**src/rtl/apb_pkg.sv**
```systemverilog
// -----------------------------------------------------------------------------
// apb_pkg
// Shared definitions for the APB initiator and its address decoder.
//   APB_AW / APB_DW : APB address and data widths.
//   SLV_IDX_W       : width of the slave index carried from decode to the mux.
//   MAX_SLV         : largest slave count the fixed index width can address.
//   apb_state_e     : transfer state machine encoding.
// -----------------------------------------------------------------------------
package apb_pkg;

    localparam int unsigned APB_AW    = 32;
    localparam int unsigned APB_DW    = 32;
    localparam int unsigned SLV_IDX_W = 2;
    localparam int unsigned MAX_SLV   = 1 << SLV_IDX_W;

    typedef enum logic [1:0] {
        StIdle   = 2'd0,
        StSetup  = 2'd1,
        StAccess = 2'd2,
        StResp   = 2'd3
    } apb_state_e;

endpackage

```
**src/rtl/apb_addr_decoder.sv**
```systemverilog
// -----------------------------------------------------------------------------
// apb_addr_decoder
// Purely combinational peripheral-window decoder.
//   i_addr : byte address of the request.
//   o_hit  : address lies inside the peripheral window (tag bits match).
//   o_idx  : slave index taken from the bits just above the per-slave span.
//   o_sel  : one-hot slave select; all zero on a window miss or when the
//            index names a slave that is not populated.
// -----------------------------------------------------------------------------
module apb_addr_decoder
    import apb_pkg::*;
#(
    parameter logic [APB_AW-1:0] BASE_ADDR = 32'h1000_0000,
    parameter int unsigned       SPAN_LOG2 = 12,
    parameter int unsigned       NUM_SLV   = 4
) (
    input  logic [APB_AW-1:0]    i_addr,
    output logic                 o_hit,
    output logic [SLV_IDX_W-1:0] o_idx,
    output logic [NUM_SLV-1:0]   o_sel
);

    // Lowest address bit that belongs to the window tag.
    localparam int unsigned TAG_LSB = SPAN_LOG2 + SLV_IDX_W;

    // Byte offset inside a slave region plays no part in the decode.
    logic w_unused_offset;
    assign w_unused_offset = ^i_addr[SPAN_LOG2-1:0];

    always_comb begin
        o_hit = (i_addr[APB_AW-1:TAG_LSB] == BASE_ADDR[APB_AW-1:TAG_LSB]);
        o_idx = i_addr[SPAN_LOG2 +: SLV_IDX_W];
        o_sel = '0;
        for (int i = 0; i < int'(NUM_SLV); i++) begin
            if (o_hit && (o_idx == SLV_IDX_W'(i))) begin
                o_sel[i] = 1'b1;
            end
        end
    end

endmodule

```
**src/rtl/apb_master.sv**
```systemverilog
// -----------------------------------------------------------------------------
// apb_master
// APB initiator bridging a single-outstanding CPU request port onto up to four
// APB slaves. One request is accepted in IDLE, decoded, and run as a
// SETUP/ACCESS transfer; the response is a one-cycle pulse carrying read data
// or an error (decode miss or PREADY timeout). Every output is registered.
//
// Ports
//   PCLK, PRESET      : clock; asynchronous active-high reset.
//   req_valid/ready   : request handshake; ready only while idle.
//   req_addr/write/wdata : request payload, sampled on acceptance.
//   rsp_valid         : one-cycle response pulse.
//   rsp_rdata/rsp_err : response payload, held until the next response.
//   PADDR/PWDATA/PWRITE/PENABLE/PSEL : APB request signals.
//   PRDATA/PREADY     : per-slave read data (flattened) and ready.
// -----------------------------------------------------------------------------
module apb_master
    import apb_pkg::*;
#(
    parameter int unsigned       NUM_SLV   = 4,
    parameter logic [APB_AW-1:0] BASE_ADDR = 32'h1000_0000,
    parameter int unsigned       SPAN_LOG2 = 12,
    parameter int unsigned       TIMEOUT   = 255
) (
    input  logic                      PCLK,
    input  logic                      PRESET,
    // CPU request / response
    input  logic                      req_valid,
    output logic                      req_ready,
    input  logic [APB_AW-1:0]         req_addr,
    input  logic                      req_write,
    input  logic [APB_DW-1:0]         req_wdata,
    output logic                      rsp_valid,
    output logic [APB_DW-1:0]         rsp_rdata,
    output logic                      rsp_err,
    // APB
    output logic [APB_AW-1:0]         PADDR,
    output logic [APB_DW-1:0]         PWDATA,
    output logic                      PWRITE,
    output logic                      PENABLE,
    output logic [NUM_SLV-1:0]        PSEL,
    input  logic [NUM_SLV*APB_DW-1:0] PRDATA,
    input  logic [NUM_SLV-1:0]        PREADY
);

    // Wide enough for the largest supported TIMEOUT (1023).
    localparam int unsigned CNT_W = 10;

    // -------------------------------------------------------------------------
    // Address decode of the incoming request
    // -------------------------------------------------------------------------
    logic                 w_dec_hit;
    logic [SLV_IDX_W-1:0] w_dec_idx;
    logic [NUM_SLV-1:0]   w_dec_sel;
    logic                 w_dec_ok;

    apb_addr_decoder #(
        .BASE_ADDR (BASE_ADDR),
        .SPAN_LOG2 (SPAN_LOG2),
        .NUM_SLV   (NUM_SLV)
    ) u_decoder (
        .i_addr (req_addr),
        .o_hit  (w_dec_hit),
        .o_idx  (w_dec_idx),
        .o_sel  (w_dec_sel)
    );

    // An in-window index beyond the populated slaves is still a miss.
    assign w_dec_ok = w_dec_hit && (32'(w_dec_idx) < NUM_SLV);

    // -------------------------------------------------------------------------
    // State and registered outputs
    // -------------------------------------------------------------------------
    apb_state_e           r_state,     w_state_nxt;
    logic                 r_req_ready, w_req_ready_nxt;
    logic                 r_rsp_valid, w_rsp_valid_nxt;
    logic [APB_DW-1:0]    r_rsp_rdata, w_rsp_rdata_nxt;
    logic                 r_rsp_err,   w_rsp_err_nxt;
    logic [APB_AW-1:0]    r_paddr,     w_paddr_nxt;
    logic [APB_DW-1:0]    r_pwdata,    w_pwdata_nxt;
    logic                 r_pwrite,    w_pwrite_nxt;
    logic                 r_penable,   w_penable_nxt;
    logic [NUM_SLV-1:0]   r_psel,      w_psel_nxt;
    logic [CNT_W-1:0]     r_cnt,       w_cnt_nxt;
    logic [SLV_IDX_W-1:0] r_idx,       w_idx_nxt;

    // -------------------------------------------------------------------------
    // Selected-slave PREADY / PRDATA mux. Inputs are zero-padded to the full
    // index range so the latched index can always address them safely.
    // -------------------------------------------------------------------------
    logic [MAX_SLV-1:0]        w_pready_pad;
    logic [MAX_SLV*APB_DW-1:0] w_prdata_pad;
    logic                      w_pready_sel;
    logic [APB_DW-1:0]         w_prdata_sel;

    always_comb begin
        w_pready_pad                       = '0;
        w_pready_pad[NUM_SLV-1:0]          = PREADY;
        w_prdata_pad                       = '0;
        w_prdata_pad[NUM_SLV*APB_DW-1:0]   = PRDATA;
    end

    assign w_pready_sel = w_pready_pad[r_idx];
    assign w_prdata_sel = w_prdata_pad[{r_idx, 5'b0_0000} +: APB_DW];

    // -------------------------------------------------------------------------
    // Next-state and output logic
    // -------------------------------------------------------------------------
    always_comb begin
        w_state_nxt     = r_state;
        w_req_ready_nxt = r_req_ready;
        w_rsp_valid_nxt = 1'b0;
        w_rsp_rdata_nxt = r_rsp_rdata;
        w_rsp_err_nxt   = r_rsp_err;
        w_paddr_nxt     = r_paddr;
        w_pwdata_nxt    = r_pwdata;
        w_pwrite_nxt    = r_pwrite;
        w_penable_nxt   = r_penable;
        w_psel_nxt      = r_psel;
        w_cnt_nxt       = r_cnt;
        w_idx_nxt       = r_idx;

        unique case (r_state)
            StIdle: begin
                if (req_valid && r_req_ready) begin
                    w_req_ready_nxt = 1'b0;
                    w_idx_nxt       = w_dec_idx;
                    if (w_dec_ok) begin
                        w_state_nxt   = StSetup;
                        w_psel_nxt    = w_dec_sel;
                        w_penable_nxt = 1'b0;
                        w_paddr_nxt   = req_addr;
                        w_pwdata_nxt  = req_wdata;
                        w_pwrite_nxt  = req_write;
                    end else begin
                        // Unmapped address: answer with an error, never touch the bus.
                        w_state_nxt     = StResp;
                        w_rsp_err_nxt   = 1'b1;
                        w_rsp_rdata_nxt = '0;
                    end
                end
            end

            StSetup: begin
                w_state_nxt   = StAccess;
                w_penable_nxt = 1'b1;
                w_cnt_nxt     = '0;
            end

            StAccess: begin
                // Ready wins over timeout, so a completion on the last allowed
                // cycle is still a success.
                if (w_pready_sel) begin
                    w_state_nxt     = StResp;
                    w_rsp_rdata_nxt = r_pwrite ? '0 : w_prdata_sel;
                    w_rsp_err_nxt   = 1'b0;
                    w_psel_nxt      = '0;
                    w_penable_nxt   = 1'b0;
                end else if (r_cnt == CNT_W'(TIMEOUT - 1)) begin
                    w_state_nxt     = StResp;
                    w_rsp_rdata_nxt = '0;
                    w_rsp_err_nxt   = 1'b1;
                    w_psel_nxt      = '0;
                    w_penable_nxt   = 1'b0;
                end else begin
                    w_cnt_nxt = r_cnt + 1'b1;
                end
            end

            StResp: begin
                w_rsp_valid_nxt = 1'b1;
                w_req_ready_nxt = 1'b1;
                w_state_nxt     = StIdle;
            end

            default: begin
                w_state_nxt = StIdle;
            end
        endcase
    end

    // -------------------------------------------------------------------------
    // Registers
    // -------------------------------------------------------------------------
    always_ff @(posedge PCLK or posedge PRESET) begin
        if (PRESET) begin
            r_state     <= StIdle;
            r_req_ready <= 1'b1;
            r_rsp_valid <= 1'b0;
            r_rsp_rdata <= '0;
            r_rsp_err   <= 1'b0;
            r_paddr     <= '0;
            r_pwdata    <= '0;
            r_pwrite    <= 1'b0;
            r_penable   <= 1'b0;
            r_psel      <= '0;
            r_cnt       <= '0;
            r_idx       <= '0;
        end else begin
            r_state     <= w_state_nxt;
            r_req_ready <= w_req_ready_nxt;
            r_rsp_valid <= w_rsp_valid_nxt;
            r_rsp_rdata <= w_rsp_rdata_nxt;
            r_rsp_err   <= w_rsp_err_nxt;
            r_paddr     <= w_paddr_nxt;
            r_pwdata    <= w_pwdata_nxt;
            r_pwrite    <= w_pwrite_nxt;
            r_penable   <= w_penable_nxt;
            r_psel      <= w_psel_nxt;
            r_cnt       <= w_cnt_nxt;
            r_idx       <= w_idx_nxt;
        end
    end

    assign req_ready = r_req_ready;
    assign rsp_valid = r_rsp_valid;
    assign rsp_rdata = r_rsp_rdata;
    assign rsp_err   = r_rsp_err;
    assign PADDR     = r_paddr;
    assign PWDATA    = r_pwdata;
    assign PWRITE    = r_pwrite;
    assign PENABLE   = r_penable;
    assign PSEL      = r_psel;

endmodule

```
**config.mk**
```make
export PLATFORM = sky130hd
export DESIGN_NAME = apb_master
export DESIGN_NICKNAME = d
export VERILOG_FILES = /design/src/rtl/apb_pkg.sv /design/src/rtl/apb_addr_decoder.sv /design/src/rtl/apb_master.sv
export SDC_FILE = /design/constraint.sdc
export NUM_CORES = 1
export LEC_CHECK = 0
export ABC_CLOCK_PERIOD_IN_PS = 4200
export BUFFER_PORTS_ARGS = -buffer_cell sky130_fd_sc_hd__buf_4
export CORE_AREA = 2 2 119 121
export CTS_BUF_LIST = sky130_fd_sc_hd__clkbuf_2
export CTS_CLUSTER_DIAMETER = 50
export CTS_CLUSTER_SIZE = 30
export DETAILED_ROUTE_END_ITERATION = 8
export DIE_AREA = 0 0 121 123
export PLACE_DENSITY = 0.79
export SETUP_SLACK_MARGIN = 0.15
export SLEW_MARGIN = 40
export SYNTH_ARGS = -nofsm -noshare
export SYNTH_HDL_FRONTEND = slang
export SYNTH_SLANG_ARGS = --single-unit
export TNS_END_PERCENT = 5
```
**constraint.sdc**
```tcl
create_clock -name PCLK -period 4.2 [get_ports PCLK]
set_clock_uncertainty 0.05 [all_clocks]
set_input_delay 0.42 -clock PCLK [delete_from_list [all_inputs] [get_ports PCLK]]
set_output_delay 0.42 -clock PCLK [all_outputs]
set_load 0.02 [all_outputs]
```
# --- Word-level counts from Yosys, hierarchy flattened ---
# Cells that the tools add are included.
word_totals:
  ff_bits: 119
  latch_bits: 0
  output_inout_bits: 105
  wordCells: 86
  ram_bits: 0
  mem_count: 0
  rom_bits: 0
  inputBits: 200
op_classes:
  multipliers: 0
  div: 0
  magnitude_cmp: 1
  n_reduce_logical: 19
  bitwise_logic: 0
  n_addsub: 1
  n_shift: 1
  muxes: 38
  n_eq_ne: 14
op_table:
  columns: ["op", "count"]
  rows:
  - ["2-to-1 mux 32 bit", 5]
  - ["indexed part select 128 x 8 -> 32 bit", 1]
  - ["one-hot mux 32 bit (2 select lines)", 1]
  - ["2-to-1 mux 10 bit", 2]
  - ["one-hot mux 10 bit (2 select lines)", 1]
  - ["== test 18 x 15 -> 1 bit (second input constant)", 1]
  - ["2-to-1 mux 4 bit", 4]
  - ["2-to-1 mux 1 bit", 15]
  - ["AND reduction 4 bit", 3]
  - ["adder 10 x 1 -> 10 bit (second input constant)", 1]
  - ["== test 10 x 8 -> 1 bit (second input constant)", 1]
  - ["== test 2 bit (second input constant)", 4]
  - ["2-to-1 mux 2 bit", 4]
  - ["!= test 2 bit (second input constant)", 4]
  - ["one-hot mux 2 bit (4 select lines)", 1]
  - ["one-hot mux 4 bit (2 select lines)", 1]
  - ["AND reduction 2 bit", 3]
  - ["AND reduction 3 bit", 2]
  - ["nonzero test 2 bit", 3]
  - ["logical AND 1 bit", 5]
  - ["== test 2 x 1 -> 1 bit (second input constant)", 2]
  - ["logical NOT 2 bit", 2]
  - ["one-hot mux 1 bit (2 select lines)", 2]
  - ["less-than comparator 2 x 3 -> 1 bit (second input constant)", 1]
  - ["other kinds (5)", 5]

# --- Longest topological paths before layout ---
depth:
  ltp_word: 6
  depth_mapped: 9
  depth_no_buf: 7

# --- Hierarchy ---
# A second synthesis with hierarchy kept.
hier_totals:
  hier_cells: 559
  area_unflattened_um2: 6148.4
modules_own_cells:
  columns: ["mod", "area_each_um2", "instances", "seq_area_each_um2", "cells_each"]
  rows:
  - ["apb_master", 6023.3, 1, 2979.1, 543]
  - ["apb_addr_decoder", 125.1, 1, 0.0, 16]

# --- Least setup slack after synthesis ---
# Ideal clock, no wire load.
synth_path:
  path_kind: "register -> register"
  start: "reg r_cnt[0]"
  end: "reg r_rsp_err (netlist: rsp_err)"
  stages_incl_launch_ff: 10
  slack_ns: 1.690
  path_buffers: 2
  setup_ns: 0.125
  required_time_ns: 4.025
  synth_period_minus_slack_ns: 2.510
  t_arrival_ns: 2.335
  cell_sequence: "dfrtp_1 -> inv_1 -> ha_1 -> nor3b_1 -> a311oi_4 -> or3_1 -> or2_1 -> buf_6 -> buf_12 -> mux2_4"
synth_via:
  elab_chain_len: 3
synth_rtl:
  columns: ["element", "line_no", "rtl"]
  rows:
  - ["from (decl)", "apb_master.sv:84", "logic [CNT_W-1:0] r_cnt, w_cnt_nxt;"]
  - ["from (signal assigned)", "apb_master.sv:210", "r_cnt <= w_cnt_nxt;"]
  - ["== test 10 x 8 -> 1 bit", "apb_master.sv:159", "end else if (r_cnt == CNT_W'(TIMEOUT - 1)) begin"]
  - ["!= test 3 bit (no source line)", null, null]
  - ["AND reduction 4 bit (no source line)", null, null]
  - ["to (signal assigned)", "apb_master.sv:204", "r_rsp_err <= w_rsp_err_nxt;"]
  - ["to (decl)", "apb_master.sv:78", "logic r_rsp_err, w_rsp_err_nxt;"]
# Every way passes these cells.
# A chain may end at the register's enable or synchronous reset.

# --- Worst setup path after layout ---
layout_path:
  start: "reg r_cnt[0]"
  end: "reg r_rsp_rdata[20] (netlist: rsp_rdata[20])"
layout_via:
  elab_chain_len: 3
layout_rtl:
  columns: ["element", "line_no", "rtl"]
  rows:
  - ["== test 10 x 8 -> 1 bit", "apb_master.sv:159", null]
  - ["!= test 3 bit (no source line)", null, null]
  - ["AND reduction 4 bit (no source line)", null, null]
  - ["to (signal assigned)", "apb_master.sv:203", "r_rsp_rdata <= w_rsp_rdata_nxt;"]
  - ["to (decl)", "apb_master.sv:77", "logic [APB_DW-1:0] r_rsp_rdata, w_rsp_rdata_nxt;"]
# Every way passes these cells.

==> impl_results.md <==
* Final wirelength at 16.9 mm
* Sequential power share at 0.351
* Count of clock tree sinks at 119
* Total CTS buffers at 17
* Routed vias/inst at 5.07
* Initial antenna violation count at 0
* #FFs+latches synth at 119
* Post-synthesis sequential area ratio at 0.508
* Hold depth at 4
* Clock group share of total power at 0.178
* Area growth syn-to-layout at 53.3%
* Pleak at 4.61 nW
* Die ar. at 14900 um2
* Async SR Flop Fraction at 1.00
* Internal power at 2.43 mW
* Worst-skew pair later-pin latency at 0.63 ns
* Maximum vdd ir drop at 0.477 mV
* First-pass GRT wire length at 25.8 mm
* Max Clock Freq at 0.334 GHz
* Maximum fanout along the worst path at 30
* Number of enable flip-flop cells after synthesis at 0
* Std cell rows at 43
* Placed Cells at 870
* Resized Gates After CTS at 0
* CTS H-Tree Depth at 4
* DR iter-0 viols at 218
* Netlist Area Pre-Place at 5860 um2
* Cell count of the worst reg-to-reg path at 8
* Num ports at 305
* Share of cells above drive strength 1 at 0.603
* Final Wtd Congestion at 0.871
* Synth cell types at 40
* Launching element type of the critical path: flop
* Fin util at 0.660
* Largest net degree at the start of global routing at 96
* CTS tree: done
* Net Sw Frac at 0.360
* Drc violations at 0
* Final net count at 965
* Worst Setup Path Type: flop to flop
* Fill count at 992
* Die W at 121 um
* Tmin final at 3.00 ns
* Max-Cap Viols at 0
* Buffers on Ports at 304
* Layout Cells excl Fill at 951
* Clk pin slew, worst setup/hold paths at 0.20 ns
* CTS root buf: clkbuf_2
* Syn avg cell area at 14.6 um2
* Slew Limit Fails at 0
* Drt first pass iters at 5
* Actual slew at the worst max-slew pin at 0.637 ns
* Pwr dens at 422 nW/um2
* Die Y at 123 um
* HP Class: primary input to flop
* Synth area leader: dfrtp_1
* Core area at 13600 um2
* Vias at 4818
* Tcrit/Tclk final at 0.714
* Status: complete, no violations
* Syn Inst Count at 403
* Vias in the first global route at 5095
* Routed length per instance at 17.8 um
* Top post-synthesis cells by area: dfrtp_1 (50%), mux4_2 (13%), mux2_2 (10%), mux2_4 (7.7%), nor2b_1 (5.3%)
* Prevailing post-synth register cell: dfrtp_1
* Net Switching at 1.36 mW
* Final setup violation count at 0
* Total chip power at 3.79 mW
* Tot GR Track Use at 0.225
* Design Area, Final at 8990 um2
* Slew headroom at 0.576
* Comb pwr share at 0.471
* # diodes at 0
* Syn. warnings at 0
* Instance area after placement at 8280 um2
* R2r setup slk at 1.20 ns
* FF-to-FF Start: r_cnt[0]
* Reg2reg end: rsp_rdata[20]
* CP Data Arrival Time at 3.46 ns
* Hold Path Origin: req_valid
* CP required at 4.66 ns
* Total grt overflow at 0
* Synth top area share at 0.504
* Routed Antenna Nets at 0
* Worst Setup End Kind: flop
* Number of setup buffers added after CTS at 0
* Setup tns final at 0 ns
* Final Hold Fails at 0
* Maximum root-to-sink buffer count at 2
* Hold EP: req_ready
* Post-DP HPWL at 12.2 mm
* Initial Util at 0.431
* RSZ-0062 raised after global routing: false
* Net Count, Synth at 610
## registers in the layout, summed over array words and instances (netlist names)
| register | flops |
|---|---|
| req_ready | 1 |
| r_state | 2 |
| r_cnt | 10 |
| r_idx | 2 |
| rsp_rdata | 32 |
| rsp_valid | 1 |
| PADDR | 32 |
| PWDATA | 32 |
| rsp_err | 1 |
| PENABLE | 1 |
| PWRITE | 1 |
| PSEL | 4 |
## power by group through the flow
stage	Sequential (mW)	Clock (mW)	Combinational, mW
after floorplan	1.41	0	1.33
after global routing	1.35	0.768	1.93
after global placement	1.34	0	1.70
after detailed placement	1.35	0	1.76
final	1.33	0.674	1.79
after CTS	1.33	0.700	1.80
## cells in the final DEF, fill, tap and decap left out, types with 3 or more instances in the layout
| master | n |
|---|---|
| nor4_1 | 5 |
| a21oi_1 | 3 |
| mux2_2 | 54 |
| ha_1 | 7 |
| nand3_1 | 8 |
| inv_1 | 5 |
| nor2b_1 | 50 |
| o21ai_0 | 13 |
| and2_1 | 4 |
| inv_6 | 3 |
| o31ai_1 | 5 |
| clkbuf_2 | 17 |
| dlygate4sd3_1 | 49 |
| mux4_2 | 33 |
| buf_4 | 308 |
| mux2_4 | 30 |
| clkinvlp_4 | 5 |
| dfrtp_1 | 117 |
| nor2_1 | 6 |
| o211ai_1 | 3 |
| clkinv_2 | 3 |
| or2_2 | 3 |
| nand2_1 | 9 |
## cell usage after synthesis (3+ instances only)
cell type / instances
nor4_1: 5
a21oi_1: 3
dfrtp_1: 118
o31ai_1: 5
mux2_4: 30
mux4_2: 33
buf_2: 6
nand3_1: 8
o21ai_0: 13
mux2_2: 54
clkbuf_1: 10
nand2_1: 9
and2_1: 4
o211ai_1: 3
nor2_1: 7
buf_12: 3
inv_1: 6
ha_1: 7
nor2b_1: 50
## worst max-delay path, cell delays in order (launching register included)
cell	delay [ns]
dfrtp_1	0.49
inv_1	0.09
ha_1	0.13
nor3b_1	0.41
a311oi_4	0.20
or3_1	0.45
or2_2	0.36
buf_4	0.32
mux2_4	0.36
## cell type report
type	count	area (um2)	area share
timing repair buffer	358	2820	0.314
sequential	119	2980	0.332
tap	180	225	0.0251
clock buffer	17	85.1	0.00946
inverter	6	30.0	0.00334
multi-input combinational	256	2720	0.302
clock inverter	15	130	0.0145
## metal layers
layer,share of wire,GRT usage,up-vias,wire [um]
met4,0.016,0.0640,0,276
met5,0,0,-,0
li1,-,-,2195,-
met3,0.076,0.0586,23,1290
met1,0.38,0.273,2368,6470
met2,0.53,0.397,232,8900
## stage by stage
step                      hold WS, ns  setup slack (ns)
after floorplan                 0.397             0.574
after global placement          0.414              1.30
after detailed placement        0.419              1.22
after CTS                      0.0694              1.22
after global routing            0.117              1.05
final                           0.134              1.20
## repair_timing
item                                    4_1_cts  5_1_grt
endpoints found under the setup margin        0        0
hold buffers                                 49        0
hold endpoints to repair                    143        0
## worst max-delay path by stage
stage | startpoint | to | depth (start not counted)
after CTS | r_cnt[0] | rsp_rdata[20] | 8
after detailed placement | PREADY[3] | rsp_rdata[4] | 7
after floorplan | PRESET | PADDR[0] | 1
after global routing | r_cnt[0] | rsp_rdata[19] | 8
after global placement | PREADY[3] | rsp_rdata[3] | 7
final | r_cnt[0] | rsp_rdata[20] | 8
## logic make-up after synthesis
logic type                 after synthesis  share of synthesized area
muxes                                  119                      0.311
and+or+nand+nor                         97                     0.0962
buffers and inverters                   28                     0.0301
DFF                                    119                      0.508
adders and majority gates                7                     0.0149
AOI/OAI and AO/OA                       33                     0.0401
Note: power is estimated with default switching activity, not from simulation.
